--- src/rtl/motor_pwm_decode.sv ---
// motor_pwm_decode: recovers a signed speed command from one motor
// channel's fwd/rev PWM pins by measuring high-time over a W-cycle window.
module motor_pwm_decode #(
  parameter int PERIOD_BITS = 10
) (
  input  logic                 clk,
  input  logic                 rst_n,
  input  logic                 fwd,
  input  logic                 rev,
  output logic [PERIOD_BITS:0] cmd,
  output logic                 cmd_vld,
  output logic                 brake,
  output logic                 err
);

  localparam int CW = PERIOD_BITS + 1;

  // W itself, and the largest magnitude the command may carry (W-1)
  localparam logic [CW-1:0] W_FULL = {1'b1, {PERIOD_BITS{1'b0}}};
  localparam logic [CW-1:0] W_MAX  = {1'b0, {PERIOD_BITS{1'b1}}};

  typedef enum logic [1:0] {
    IDLE,
    MEAS,
    REPORT
  } state_t;

  state_t state;

  logic [PERIOD_BITS-1:0] wc;
  logic [CW-1:0] f_acc;
  logic [CW-1:0] r_acc;
  logic [CW-1:0] b_acc;

  logic [CW-1:0] f_nxt;
  logic [CW-1:0] r_nxt;
  logic [CW-1:0] b_nxt;
  logic [CW-1:0] f_sat;
  logic [CW-1:0] r_sat;
  logic          sampling;
  logic          close;

  logic          b_full;
  logic          b_part;
  logic          flip;
  logic          fwd_only;
  logic          rev_only;

  logic [CW-1:0] cls_cmd;
  logic          cls_brk;
  logic          cls_err;

  // Counts including this cycle's sample; close-out classifies on these
  always_comb begin
    f_nxt    = f_acc + CW'(fwd);
    r_nxt    = r_acc + CW'(rev);
    b_nxt    = b_acc + CW'(fwd & rev);
    sampling = (state != IDLE);
    close    = sampling && (wc == '1);
  end

  // Clamp a full-window count of W down to W-1
  always_comb begin
    f_sat = f_nxt[PERIOD_BITS] ? W_MAX : f_nxt;
    r_sat = r_nxt[PERIOD_BITS] ? W_MAX : r_nxt;
  end

  // Mutually exclusive window classes
  always_comb begin
    b_full   = (b_nxt == W_FULL);
    b_part   = (b_nxt != '0) && !b_full;
    flip     = (b_nxt == '0) && (f_nxt != '0)
             && (r_nxt != '0);
    fwd_only = (b_nxt == '0) && (r_nxt == '0);
    rev_only = (b_nxt == '0) && (f_nxt == '0)
             && (r_nxt != '0);
  end

  // Map the window class onto the reported command and flags
  always_comb begin
    cls_cmd = '0;
    cls_brk = 1'b0;
    cls_err = 1'b0;
    unique case (1'b1)
      b_full:   cls_brk = 1'b1;
      b_part:   cls_err = 1'b1;
      flip:     cls_err = 1'b1;
      fwd_only: cls_cmd = f_sat;
      rev_only: cls_cmd = -r_sat;
      default: begin
        cls_cmd = '0;
        cls_brk = 1'b0;
        cls_err = 1'b0;
      end
    endcase
  end

  // Window counter and accumulators; restart from zero at close-out
  always_ff @(posedge clk or negedge rst_n) begin
    if (!rst_n) begin
      wc    <= '0;
      f_acc <= '0;
      r_acc <= '0;
      b_acc <= '0;
    end else if (sampling) begin
      wc <= wc + 1'b1;
      if (close) begin
        f_acc <= '0;
        r_acc <= '0;
        b_acc <= '0;
      end else begin
        f_acc <= f_nxt;
        r_acc <= r_nxt;
        b_acc <= b_nxt;
      end
    end
  end

  // Control FSM with registered result outputs
  always_ff @(posedge clk or negedge rst_n) begin
    if (!rst_n) begin
      state   <= IDLE;
      cmd     <= '0;
      cmd_vld <= 1'b0;
      brake   <= 1'b0;
      err     <= 1'b0;
    end else begin
      cmd_vld <= 1'b0;
      unique case (state)
        IDLE: state <= MEAS;
        MEAS: begin
          if (close) begin
            state   <= REPORT;
            cmd_vld <= 1'b1;
            cmd     <= cls_cmd;
            brake   <= cls_brk;
            err     <= cls_err;
          end
        end
        REPORT: state <= MEAS;
        default: state <= IDLE;
      endcase
    end
  end

endmodule

--- config.mk ---
export PLATFORM = sky130hd
export DESIGN_NAME = motor_pwm_decode
export DESIGN_NICKNAME = d
export VERILOG_FILES = /design/src/rtl/motor_pwm_decode.sv
export SDC_FILE = /design/constraint.sdc
export NUM_CORES = 1
export LEC_CHECK = 0
export ABC_AREA = 1
export BUFFER_PORTS_ARGS = -buffer_cell sky130_fd_sc_hd__buf_4
export CORE_MARGIN = 2
export CORE_UTILIZATION = 50
export DETAILED_ROUTE_END_ITERATION = 8
export PLACE_DENSITY = 0.71
export SETUP_SLACK_MARGIN = 0.05
export SLEW_MARGIN = 20
export SYNTH_ARGS = -nofsm -noshare
export SYNTH_HDL_FRONTEND = slang
export SYNTH_SLANG_ARGS = --single-unit
--- constraint.sdc ---
create_clock -name clk -period 2.19 [get_ports clk]
set_input_delay 0.1095 -clock clk [delete_from_list [all_inputs] [get_ports clk]]
set_output_delay 0.1095 -clock clk [all_outputs]
set_load 0.05 [all_outputs]
==> impl_metrics.prom <==
# TYPE chip_impl_metric gauge
chip_impl_metric{name="ant_nets",unit=""} 0
chip_impl_info{name="tritoncts",value="built"} 1
chip_impl_metric{name="route.final.wire_length",unit="microns"} 8880
chip_impl_metric{name="numCtsBuffers",unit=""} 9
chip_impl_metric{name="syn-num-nets",unit=""} 483
chip_impl_metric{name="max_cap_violations",unit=""} 0
chip_impl_metric{name="timing.final.crit_share",unit=""} 1.02
chip_impl_metric{name="timing.final.setup_violations",unit=""} 8
chip_impl_metric{name="row_count",unit=""} 30
chip_impl_metric{name="post_dp_hpwl",unit="microns"} 5760
chip_impl_metric{name="fin_skew",unit="ps"} 7.41
chip_impl_metric{name="fin_crit",unit="ps"} 2240
chip_impl_metric{name="synth_area",unit="sq um"} 3530
chip_impl_metric{name="final.setup.worst_slack",unit="ps"} -52.7
chip_impl_metric{name="fill_cells",unit=""} 576
chip_impl_metric{name="total_die_area",unit="sq um"} 7740
chip_impl_metric{name="vdd_drop_max",unit="uV"} 523
chip_impl_metric{name="worst_path_largest_cell_delay",unit="ps"} 400
chip_impl_metric{name="final-instance-count-excl-fill",unit=""} 631
chip_impl_metric{name="htree_levels",unit=""} 3
chip_impl_metric{name="portBuffers",unit=""} 17
chip_impl_metric{name="slew_hr",unit=""} 0.502
chip_impl_metric{name="area_growth_syn_to_layout",unit="%"} 28.2
chip_impl_metric{name="cellLeakagePower",unit="nW"} 2.20
chip_impl_metric{name="drt_first_pass_iters",unit=""} 7
chip_impl_metric{name="detailroute.wirelength.met2",unit="microns"} 4430
chip_impl_metric{name="grt_util_all_layers",unit=""} 0.241
chip_impl_info{name="path_cells",value="ha_4 > ha_4 > nand3_4 > nor2_4 > buf_4 > nand2_1 > nand2_2 > inv_1 > nor2_1 > nand3_2 > nor2_4 > nand2_4 > nor2_4 > o21ai_1 > nand3_1"} 1
chip_impl_metric{name="grt_start_max_net_pins",unit=""} 60
chip_impl_metric{name="via_per_inst",unit=""} 5.24
chip_impl_metric{name="ant_diodes",unit=""} 0
chip_impl_metric{name="fp.dieH",unit="microns"} 88.0
chip_impl_metric{name="fmax",unit="MHz"} 446
chip_impl_metric{name="antenna_found_initial",unit=""} 0
chip_impl_metric{name="global_route_congestion_overflow_total",unit=""} 0
chip_impl_metric{name="stdcell_area",unit="sq um"} 4520
chip_impl_info{name="cts_root_buffer",value="clkbuf_8"} 1
chip_impl_info{name="post-synth-top-area-cell",value="dfrtp_1"} 1
chip_impl_metric{name="post_dp_cell_area",unit="sq um"} 3860
chip_impl_info{name="postSynth.topFlopCell",value="dfrtp_1"} 1
chip_impl_info{name="worst_hold_path_type",value="in2reg"} 1
chip_impl_info{name="slowest_stage",value="dfrtp_1"} 1
chip_impl_metric{name="dr.first_iter.drc_count",unit=""} 176
chip_impl_metric{name="gp_routability_congestion",unit=""} 0.921
chip_impl_info{name="path_class",value="reg2reg"} 1
chip_impl_metric{name="critPathMaxFanout",unit=""} 6
chip_impl_metric{name="postSynthAreaPerCell",unit="sq um"} 7.49
chip_impl_info{name="critPathMostFrequentCell",value="nor2_4"} 1
chip_impl_info{name="status",value="finished, violations left"} 1
chip_impl_metric{name="synth_edf_count",unit=""} 0
chip_impl_metric{name="post_place_cells",unit=""} 592
chip_impl_metric{name="clock_path_buffers",unit=""} 2
chip_impl_metric{name="fin_total_pwr",unit="mW"} 4.61
chip_impl_metric{name="netlist-cell-type-count",unit=""} 34
chip_impl_metric{name="finalNetCount",unit=""} 543
chip_impl_metric{name="power_density",unit="nW/um^2"} 1020
chip_impl_metric{name="vias_in_the_first_global_route",unit=""} 3252
chip_impl_metric{name="setup_total_negative_slack",unit="ps"} -246
chip_impl_info{name="endpoint_kind",value="flip-flop"} 1
chip_impl_metric{name="yosysSeqAreaShare",unit=""} 0.419
chip_impl_metric{name="floorplan.initialDensity",unit=""} 0.519
chip_impl_metric{name="clock-sinks",unit=""} 59
chip_impl_info{name="grt_setup_unrepaired",value="true"} 1
chip_impl_info{name="timing.critical_path.from_type",value="flip-flop"} 1
chip_impl_metric{name="routedLengthMet1",unit="microns"} 3770
chip_impl_metric{name="max_slew.worst_pin.slew",unit="ps"} 746
chip_impl_metric{name="met3_wirelength",unit="microns"} 425
chip_impl_metric{name="detailroute.via_count",unit=""} 3307
chip_impl_metric{name="routedWlPerCell",unit="microns"} 14.1
chip_impl_metric{name="final_max_slew_viol_count",unit=""} 0
chip_impl_metric{name="syn_inst",unit=""} 471
chip_impl_metric{name="count_of_warnings_emitted_by_yosys",unit=""} 0
chip_impl_info{name="failed_checks",value="negative setup slack"} 1
chip_impl_metric{name="die_w",unit="microns"} 88.0
chip_impl_metric{name="cts.clk_slew.worst_paths",unit="ps"} 60
chip_impl_metric{name="proportion_of_synthesized_flip_flops_having_asynchronous_set_or_reset",unit=""} 1.00
chip_impl_metric{name="timing.critical_path.arrival",unit="ps"} 2520
chip_impl_info{name="yosys-top-cells-area",value="dfrtp_1, nand2_1, nand3_1"} 1
chip_impl_metric{name="io-pin-count",unit=""} 18
chip_impl_metric{name="remaining_design_rule_violation_count",unit=""} 0
chip_impl_metric{name="timing.critical_path.required",unit="ps"} 2470
chip_impl_info{name="highest_routed_layer",value="met4"} 1
chip_impl_metric{name="clkLatencyLatePin",unit="ps"} 350
chip_impl_metric{name="drive_gt1_frac",unit=""} 0.271
chip_impl_metric{name="grt_first_pass_wirelength",unit="microns"} 14500
chip_impl_metric{name="count_of_final_hold_check_violations",unit=""} 0
chip_impl_metric{name="final_core_occ",unit=""} 0.666
chip_impl_metric{name="core_area",unit="sq um"} 6790
chip_impl_metric{name="synth-seq-cells",unit=""} 59
chip_impl_metric{name="synth_top_cell_area_share",unit=""} 0.419
[stage by stage]
step                hold WS, ps  setup slack, ps
floorplan                  -186              128
global placement            236            -46.7
detailed placement          232             -125
CTS                         169            -25.0
global route                204             -159
finish                      193            -52.7
[critical path, delay by kind of cell (launching register included)]
kind | cells | cell delay, ps
and+or+nand+nor | 10 | 1180
DFF | 1 | 400
adders and majority gates | 2 | 310
buffers and inverters | 2 | 170
AOI/OAI and AO/OA | 1 | 90
[path summary, 6_finish.rpt]
kind / from / to / slack, ps / cells past startpoint
worst min-delay path: rev / cmd[0]$_DFFE_PN0P_ / 190 / 4
worst max register to register: r_acc[0]$_DFFE_PN0N_ / cmd[4]$_DFFE_PN0P_ / -50 / 15
min in group asynchronous: rst_n / wc[7]$_DFFE_PN0N_ / 360 / 2
worst max-delay path: r_acc[0]$_DFFE_PN0N_ / cmd[4]$_DFFE_PN0P_ / -50 / 15
max in group asynchronous: rst_n / cmd_vld$_DFF_PN0_ / 1320 / 2
worst min register to register: wc[9]$_DFFE_PN0N_ / wc[9]$_DFFE_PN0N_ / 480 / 1
[layout by cell type, fill, tap and decap left out, types with 9 or more instances in the layout]
cell type / n
nor2_2: 10
dfrtp_1: 59
nor2_4: 13
xor2_1: 12
nand3_2: 10
clkbuf_8: 10
buf_4: 52
nand4_1: 9
nor2_1: 31
o21ai_0: 14
o22ai_1: 19
nand2_2: 10
nand3_1: 42
inv_1: 63
nand2_1: 115
[cells by family (layout without fill, tap and decap cells)]
group | count (synthesis) | count (layout) | synth area share
DFF | 59 | 59 | 0.419
xor gates and xnor gates | 18 | 18 | 0.0447
AOI/OAI and AO/OA | 49 | 49 | 0.0795
buffers and inverters | 79 | 143 | 0.0848
adders and majority gates | 8 | 8 | 0.0284
and+or+nand+nor | 258 | 258 | 0.344
[registers in the layout (all words and copies together), names as in the netlist]
register  cells
f_acc        11
brake         1
wc           10
cmd          11
r_acc        11
cmd_vld       1
b_acc        11
err           1
state         2
[repair_timing]
item                       4_1_cts  5_1_grt
hold buffers                     1        0
pin swaps                       15       30
setup buffers                    9       14
setup endpoints to repair       13       13
hold endpoints to repair        59        0
gates cloned                     0        0
resized for setup               25       46
[per-layer routing]
metal,GRT usage,up-vias
met5,0,-
met4,0.0965,0
met3,0.0556,28
met2,0.400,88
met1,0.305,1562
li1,-,1629
[final cells by class]
cell class                      count  area [sq um]  area share
Sequential cell                    59          1480       0.327
Timing Repair Buffer               57           454       0.100
Multi-Input combinational cell    333          2040       0.452
Tap cell                           96           120      0.0266
Inverter                           71           267      0.0589
Clock inverter                      3          15.0     0.00332
Clock buffer                       12           145      0.0321
[synth_stat cells, types with 2 or more instances]
master    count
nand2_1     122
inv_1        68
dfrtp_1      59
nand3_1      51
nor2_1       43
o22ai_1      19
o21ai_0      15
xor2_1       14
nand4_1       9
ha_1          8
a21oi_1       6
nor2_2        6
clkbuf_1      5
nor2_4        5
o21ai_1       5
nand2_2       4
nand3_2       4
nor3_1        4
xnor2_1       4
inv_2         3
buf_2         2
nand2_4       2
nor3b_1       2
[where the power goes]
| part | switching (mW) | internal (mW) | leakage (nW) |
|---|---|---|---|
| clock | 0.426 | 0.429 | 0.0860 |
| combinational | 1.20 | 0.821 | 1.45 |
| sequential | 0.360 | 1.37 | 0.667 |
| total | 1.99 | 2.62 | 2.20 |
No activity file was read; power rests on OpenSTA's default activity.
